File: src/rtl/seg7_scan_driver.sv
// rtl/seg7_scan_driver.sv - time-multiplexed common-anode 7-segment scanning driver
// Frame-coherent shadow capture, per-digit enable, dead time and selectable pin polarity.
module seg7_scan_driver #(
   parameter int N_DIGITS    = 8,
   parameter int DIV_CYCLES  = 100000,
   parameter int DEAD_CYCLES = 1,
   parameter int ACTIVE_LOW  = 1
) (
   input  logic                    clk,
   input  logic                    rst,
   input  logic [4*N_DIGITS-1:0]   data,
   input  logic [N_DIGITS-1:0]     dp_in,
   input  logic [N_DIGITS-1:0]     digit_en,
   output logic [N_DIGITS-1:0]     an,
   output logic [6:0]              seg,
   output logic                    dp,
   output logic                    frame_start
);

   localparam int IW = ($clog2(N_DIGITS) < 1) ? 1 : $clog2(N_DIGITS);
   localparam int DW = ($clog2(DIV_CYCLES) < 1) ? 1 : $clog2(DIV_CYCLES);

   localparam logic [IW-1:0] IDX_LAST = IW'(N_DIGITS - 1);
   localparam logic [DW-1:0] DIV_LAST = DW'(DIV_CYCLES - 1);
   localparam logic [DW-1:0] DEAD_V   = DW'(DEAD_CYCLES);

   // Pin-level "off" value; active-high internal values are XORed with it.
   localparam logic                POL     = (ACTIVE_LOW != 0);
   localparam logic [N_DIGITS-1:0] AN_OFF  = {N_DIGITS{POL}};
   localparam logic [6:0]          SEG_OFF = {7{POL}};

   logic [DW-1:0]           div;
   logic [IW-1:0]           idx;
   logic [4*N_DIGITS-1:0]   shadow_data;
   logic [N_DIGITS-1:0]     shadow_dp;
   logic [N_DIGITS-1:0]     shadow_en;
   logic                    primed;

   logic                    tick;
   logic                    wrap;
   logic                    in_window;
   logic                    lit;
   logic [3:0]              nibble;
   logic [6:0]              pattern;

   logic [N_DIGITS-1:0]     an_next;
   logic [6:0]              seg_next;
   logic                    dp_next;
   logic                    frame_start_next;

   assign tick = (div == DIV_LAST);
   assign wrap = tick && (idx == IDX_LAST);

   // With no dead time the window is always open; avoid a constant compare.
   generate
      if (DEAD_CYCLES == 0) begin : g_no_dead
         assign in_window = 1'b1;
      end else begin : g_dead
         assign in_window = (div >= DEAD_V);
      end
   endgenerate

   always_ff @(posedge clk or posedge rst) begin
      if (rst) begin
         div <= '0;
         idx <= '0;
      end else if (tick) begin
         div <= '0;
         idx <= wrap ? '0 : idx + 1'b1;
      end else begin
         div <= div + 1'b1;
      end
   end

   // Shadow copies only change on the frame wrap, so a frame never tears.
   always_ff @(posedge clk or posedge rst) begin
      if (rst) begin
         shadow_data <= '0;
         shadow_dp   <= '0;
         shadow_en   <= '0;
         primed      <= 1'b0;
      end else if (wrap) begin
         shadow_data <= data;
         shadow_dp   <= dp_in;
         shadow_en   <= digit_en;
         primed      <= 1'b1;
      end
   end

   function automatic logic [6:0] hex_to_seg(input logic [3:0] value);
      logic [6:0] result;
      case (value)
         4'h0:    result = 7'b1000000;
         4'h1:    result = 7'b1111001;
         4'h2:    result = 7'b0100100;
         4'h3:    result = 7'b0110000;
         4'h4:    result = 7'b0011001;
         4'h5:    result = 7'b0010010;
         4'h6:    result = 7'b0000010;
         4'h7:    result = 7'b1111000;
         4'h8:    result = 7'b0000000;
         4'h9:    result = 7'b0010000;
         4'hA:    result = 7'b0001000;
         4'hB:    result = 7'b0000011;
         4'hC:    result = 7'b1000110;
         4'hD:    result = 7'b0100001;
         4'hE:    result = 7'b0000110;
         default: result = 7'b0001110;
      endcase
      return result;
   endfunction

   assign nibble  = shadow_data[{idx, 2'b00} +: 4];
   assign pattern = hex_to_seg(nibble);
   assign lit     = primed && shadow_en[idx] && in_window;

   always_comb begin
      an_next          = '0;
      seg_next         = '0;
      dp_next          = 1'b0;
      frame_start_next = primed && (idx == '0) && (div == '0);
      if (lit) begin
         an_next[idx] = 1'b1;
         seg_next     = ~pattern;
         dp_next      = shadow_dp[idx];
      end
      an_next  = an_next ^ AN_OFF;
      seg_next = seg_next ^ SEG_OFF;
      dp_next  = dp_next ^ POL;
   end

   always_ff @(posedge clk or posedge rst) begin
      if (rst) begin
         an          <= AN_OFF;
         seg         <= SEG_OFF;
         dp          <= POL;
         frame_start <= 1'b0;
      end else begin
         an          <= an_next;
         seg         <= seg_next;
         dp          <= dp_next;
         frame_start <= frame_start_next;
      end
   end

endmodule

File: config.mk
export PLATFORM = sky130hd
export DESIGN_NAME = seg7_scan_driver
export DESIGN_NICKNAME = d
export VERILOG_FILES = /design/src/rtl/seg7_scan_driver.sv
export SDC_FILE = /design/constraint.sdc
export NUM_CORES = 1
export LEC_CHECK = 0
export CAP_MARGIN = 40
export CORE_MARGIN = 5
export CORE_UTILIZATION = 52
export CTS_CLUSTER_DIAMETER = 80
export DETAILED_ROUTE_END_ITERATION = 10
export GPL_TIMING_DRIVEN = 0
export PLACE_DENSITY_LB_ADDON = 0.12
export SLEW_MARGIN = 20
export SYNTH_ARGS = -nofsm -noshare
export SYNTH_HDL_FRONTEND = slang
export SYNTH_SLANG_ARGS = --single-unit
File: constraint.sdc
create_clock -name clk -period 9.72 [get_ports clk]
set_input_delay 2.916 -clock clk [delete_from_list [all_inputs] [get_ports clk]]
set_output_delay 2.916 -clock clk [all_outputs]
set_load 0.1 [all_outputs]
# Yosys cells after proc, flatten, opt, wreduce, memory -nomap -nowiden

Memories as Yosys holds them, arrays and structs flattened.
Index checks and enable logic that the tools add are counted.

Register bits after elaboration: 86
Latch bits: 0
RAM bits: 0
ROM bits: 112
Bits of input ports: 50
Output and inout bits: 17
Logic and storage cells: 42
Memories kept: 1

Add/subtract/negate cells: 2
Multipliers: 0
Div/mod/pow operators: 0
Magnitude comparators: 3
Equality and inequality tests: 2
Shift operators: 1
Multiplexer cells: 11
Bitwise gates (word level): 4
Reduce and logical (&&, ||, !) cells: 8

Memory list:

| name             | words | bits a word | read ports | clocked after Yosys merged registers in | write ports | RTL line | RTL |
|---|---|---|---|---|---|---|---|
| (name not given) | 16    | 7           | 1          | 0                                       | 0           | 92       | `case (value)` |

Operators with widths:

| kind                    | number |
|---|---|
| $shiftx A32 B6 Y4       | 1 |
| $add A17 B1 Y17 const B | 1 |
| $eq A17 B17 Y1 const B  | 1 |
| $ge A17 B1 Y1 const B   | 1 |
| $logic_not A17 Y1       | 1 |
| $mux W17                | 1 |
| $not A7 Y7              | 2 |
| $mux W8                 | 1 |
| $not A8 Y8              | 1 |
| $mux W7                 | 1 |
| $bmux W1 S3             | 2 |
| $logic_and A1 B1 Y1     | 6 |
| $lt A3 B4 Y1 const B    | 1 |
| $mux W1                 | 4 |
| $add A3 B1 Y3 const B   | 1 |
| $demux W1 S3            | 1 |
| $eq A3 B3 Y1 const B    | 1 |
| $ge A3 B1 Y1 const B    | 1 |
| $logic_not A3 Y1        | 1 |
| $mux W3                 | 1 |
| $not A1 Y1              | 1 |

# Depth between registers and ports, before layout

Depth after elaboration: 6
Gate-level depth with buffers: 10
Gate-level depth less buffers: 8

# Worst setup path after synthesis

Ideal clock, no wire load.

Path type: register -> output
From: reg frame_start
To: out frame_start
Data arrival time: 0.883 ns
Required time: 6.804 ns
Path slack: 5.921 ns
Stages on the path, launching flop included: 1
Buffers on the path: 0
Cell sequence: dfrtp_1

RTL lines:

| what                     | RTL line | RTL |
|---|---|---|
| start: declaration       | 17       | `output logic frame_start` |
| start signal: assignment | 142      | `frame_start <= frame_start_next;` |

No word-level cell between the ends.

# Final worst setup path

From: reg seg[4]
To: out seg[4]

RTL lines:

| what                     | RTL line | RTL |
|---|---|---|
| start: declaration       | 15       | `output logic [6:0] seg,` |
| start signal: assignment | 140      | `seg <= seg_next;` |

No word-level cell between the ends.

==> summary.md <==
| Metric | Value |
|---|---|
| Worst path required time | `roughly 7 ns` |
| Data arrival time of the critical path | `~1.6 ns` |
| H-tree levels | `3` |
| Post-Synthesis Cells | `304` |
| Setup bufs post-CTS | `0` |
| Tmin final | `~4.5 ns` |
| Antenna violations before repair | `0` |
| Synth Area in Simple Gates | `between 10% and 20%` |
| DRT Wirelength | `~8000 um` |
| Number of max-cap violations | `0` |
| Max Clock Freq | `~0.22 GHz` |
| Clk slew on worst S/H paths | `roughly 0.09 ns` |
| Multi-input logic area | `between 1500 and 2000 sq um` |
| Vias | `2668` |
| Worst path slowest cell | `dfstp_2` |
| Core region area | `approximately 7600 sq um` |
| Hold path cells | `1` |
| Final worst-path cycle share | `a little under half` |
| PwrDens | `124 nW/um^2` |
| RR Startpoint | `idx[2]` |
| WHS | `between 0.5 and 0.6 ns` |
| Synth async-reset ratio | `100%` |
| Proportion of layout cells with a drive suffix above 1 | `between 30% and 40%` |
| Yosys warns | `0` |
| Hold Path End | `shadow_en[6]` |
| Total gr overflow | `0` |
| Status | `complete, no violations` |
| Final net count | `461` |
| Final Max Tran Viols | `0` |
| Placed insts | `490` |
| I/O Buffers | `66` |
| Slew headroom | `between 40% and 50%` |
| Non-filler cells, final | `around 500` |
| Worst skew pair latency | `around 0.36 ns` |
| RSZ-0062 raised after global routing | `false` |
| Post-DP Area | `approximately 5100 sq um` |
| Setup crit end kind | `output port` |
| Root Buffer | `clkbuf_8` |
| Pin count of the biggest net entering global routing | `60` |
| Number of flops mapped to enable cells by yosys | `0` |
| Clock Skew | `0.0108 ns` |
| Register area share after synthesis | `a little over half` |
| Number of routed nets with antenna violations | `0` |
| Syn Area/Cell | `approximately 13 sq um` |
| Final instance area | `between 5000 and 6000 sq um` |
| Reg-to-reg critical path endpoint | `seg[0]` |
| Leakage power | `2.28 nW` |
| Yosys cell types | `45` |
| Number of fill cells | `roughly 540` |
| IO Count | `67` |
| Clk buf depth | `2` |
| Max stage delay on crit path | `approximately 0.53 ns` |
| Vias per cell | `between 5 and 6` |
| Synth Area in Compound Gates | `between 4 and 5%` |
| Initial Utilization | `between 50% and 60%` |
| Worst R2R Setup Slack | `between 6 and 7 ns` |
| Sequential standard cell area | `2170 sq um` |
| Peak supply drop | `~0.1 mV` |
| Main combinational cell family by area after synthesis | `multiplexers` |
| Die X | `about 100 um` |
| Die Span Y | `approximately 100 um` |
| Main flop type after synthesis | `dfrtp_1` |
| Crit path max fanout | `1` |
| Leading cell type in the layout, fill and taps excluded | `dfrtp_1` |
| Mapped Nets | `366` |
| Core Rows | `32` |
| Util after Layout | `69.2%` |
| TritonCTS clock tree | `yes` |
| CTS resizes | `0` |
| Hold path startpoint | `shadow_en[6]` |
| Commonest non-fill, non-tap cells in the layout | `dfrtp_1 (70), clkdlybuf4s50_1 (66), mux2_2 (41)` |
| Vias in the first global route | `2821` |
| Slew of the pin with the lowest slew margin | `0.840 ns` |
| Synth Area in Adders | `under 10%` |
| Final TNS setup | `0 ns` |
| FF+latch count, synth | `86` |
| Worst path top cell family by delay | `buffers and inverters` |
| First-pass GRT wire length | `approximately 14000 um` |
| Crit Path Class | `reg -> out` |
| Worst Setup Start Kind | `register` |
| R2R depth | `8` |
| Hold Path Class | `reg -> reg` |
| Initial DRC count | `78` |
| Final hold violations | `0` |
| Syn-to-layout area delta | `31.2%` |
| Detailed Routing Iterations Pass 1 | `4` |
| XOR/XNOR share of the synthesized area | `roughly 3.3%` |
| CTS buffer count | `9` |
| CTS Hold Buffers Added | `0` |
| Final setup fails | `0` |
| Post-synthesis mux area share | `a little over a fifth` |
| DRC viols | `0` |
| Worst Path Buf+Inv | `2` |
| Overall Global Routing Usage | `a little under a fifth` |
| Clock sinks | `86` |
| N_diodes | `0` |
| Final HPWL from detailed placement | `about 6000 um` |
| Die area | `about 9600 sq um` |
| Final Wtd Congestion | `0.813` |
| Routed len/inst | `roughly 16 um` |
| Worst path cell trace | `clkdlybuf4s50_1 -> buf_8` |
| Mapped cell area | `~4000 sq um` |
==> power by group <==
group / switching, W / total [W] / internal, W
clock: 0.000129 / 0.000230 / 0.000101
sequential: 0.00000507 / 0.000373 / 0.000368
combinational: 0.0000183 / 0.0000506 / 0.0000323
==> flip-flops by register name, indices dropped and copies added, names as in the netlist <==
register     count
shadow_dp        8
frame_start      1
shadow_data     32
an               8
shadow_en        8
dp               1
primed           1
seg              7
idx              3
div             17
==> kinds of logic (layout without fill, tap and decap cells) <==
kind of cell | after synthesis | after routing
compound gates | 24 | 24
xor+xnor | 15 | 15
fa+ha+maj | 12 | 12
buf+inv | 22 | 122
flops | 86 | 86
mux | 65 | 65
simple gates | 80 | 80
==> metal layers <==
metal / global-route usage [%] / wire, um / up-vias / part of all wire, %
met5: 0 / 0 / - / 0
met4: 5.11 / 94 / 0 / 1.2
met3: 6.21 / 433 / 8 / 5.4
met2: 29.2 / 3940 / 68 / 49
met1: 24.6 / 3550 / 1320 / 44
li1: - / - / 1272 / -
==> area by class of cell <==
class	instances	share of cell area, %
inverters	10	0.757
clock buffers	10	2.60
multi-input cells	196	33.0
plain buffers	12	1.44
repair buffers	84	17.8
clock inverters	6	0.875
well taps	102	2.41
flip-flops and latches	86	41.1
==> per-stage QoR <==
stage	power, W	setup WS (ns)
after floorplan	0.000403	4.61
after global placement	0.000428	3.31
after detailed placement	0.000431	5.57
after CTS	0.000662	5.17
after global routing	0.000680	5.13
final	0.000654	5.19
==> cells in the mapped netlist (6+ instances only) <==
cell	count	area (sq um)
o21ai_0	8	40.0
mux2_2	41	462
ha_1	12	150
inv_1	9	33.8
nor2_1	16	60.1
xnor2_1	7	61.3
nand3_1	7	35.0
nand2_1	22	82.6
dfrtp_1	70	1750
mux4_2	10	225
dfstp_2	16	420
xor2_1	8	70.1
nand4_1	6	37.5
mux2_4	9	135
==> worst max path at each step <==
stage	start	endpoint	slack, ns	depth (start not counted)
floorplan	rst	div[0]	4.61	1
global placement	rst	shadow_en[4]	3.31	2
detailed placement	an[4]	an[4]	5.57	2
CTS	an[4]	an[4]	5.17	2
global route	seg[4]	seg[4]	5.13	2
finish	seg[4]	seg[4]	5.19	2
No activity file was read; power rests on OpenSTA's default activity.
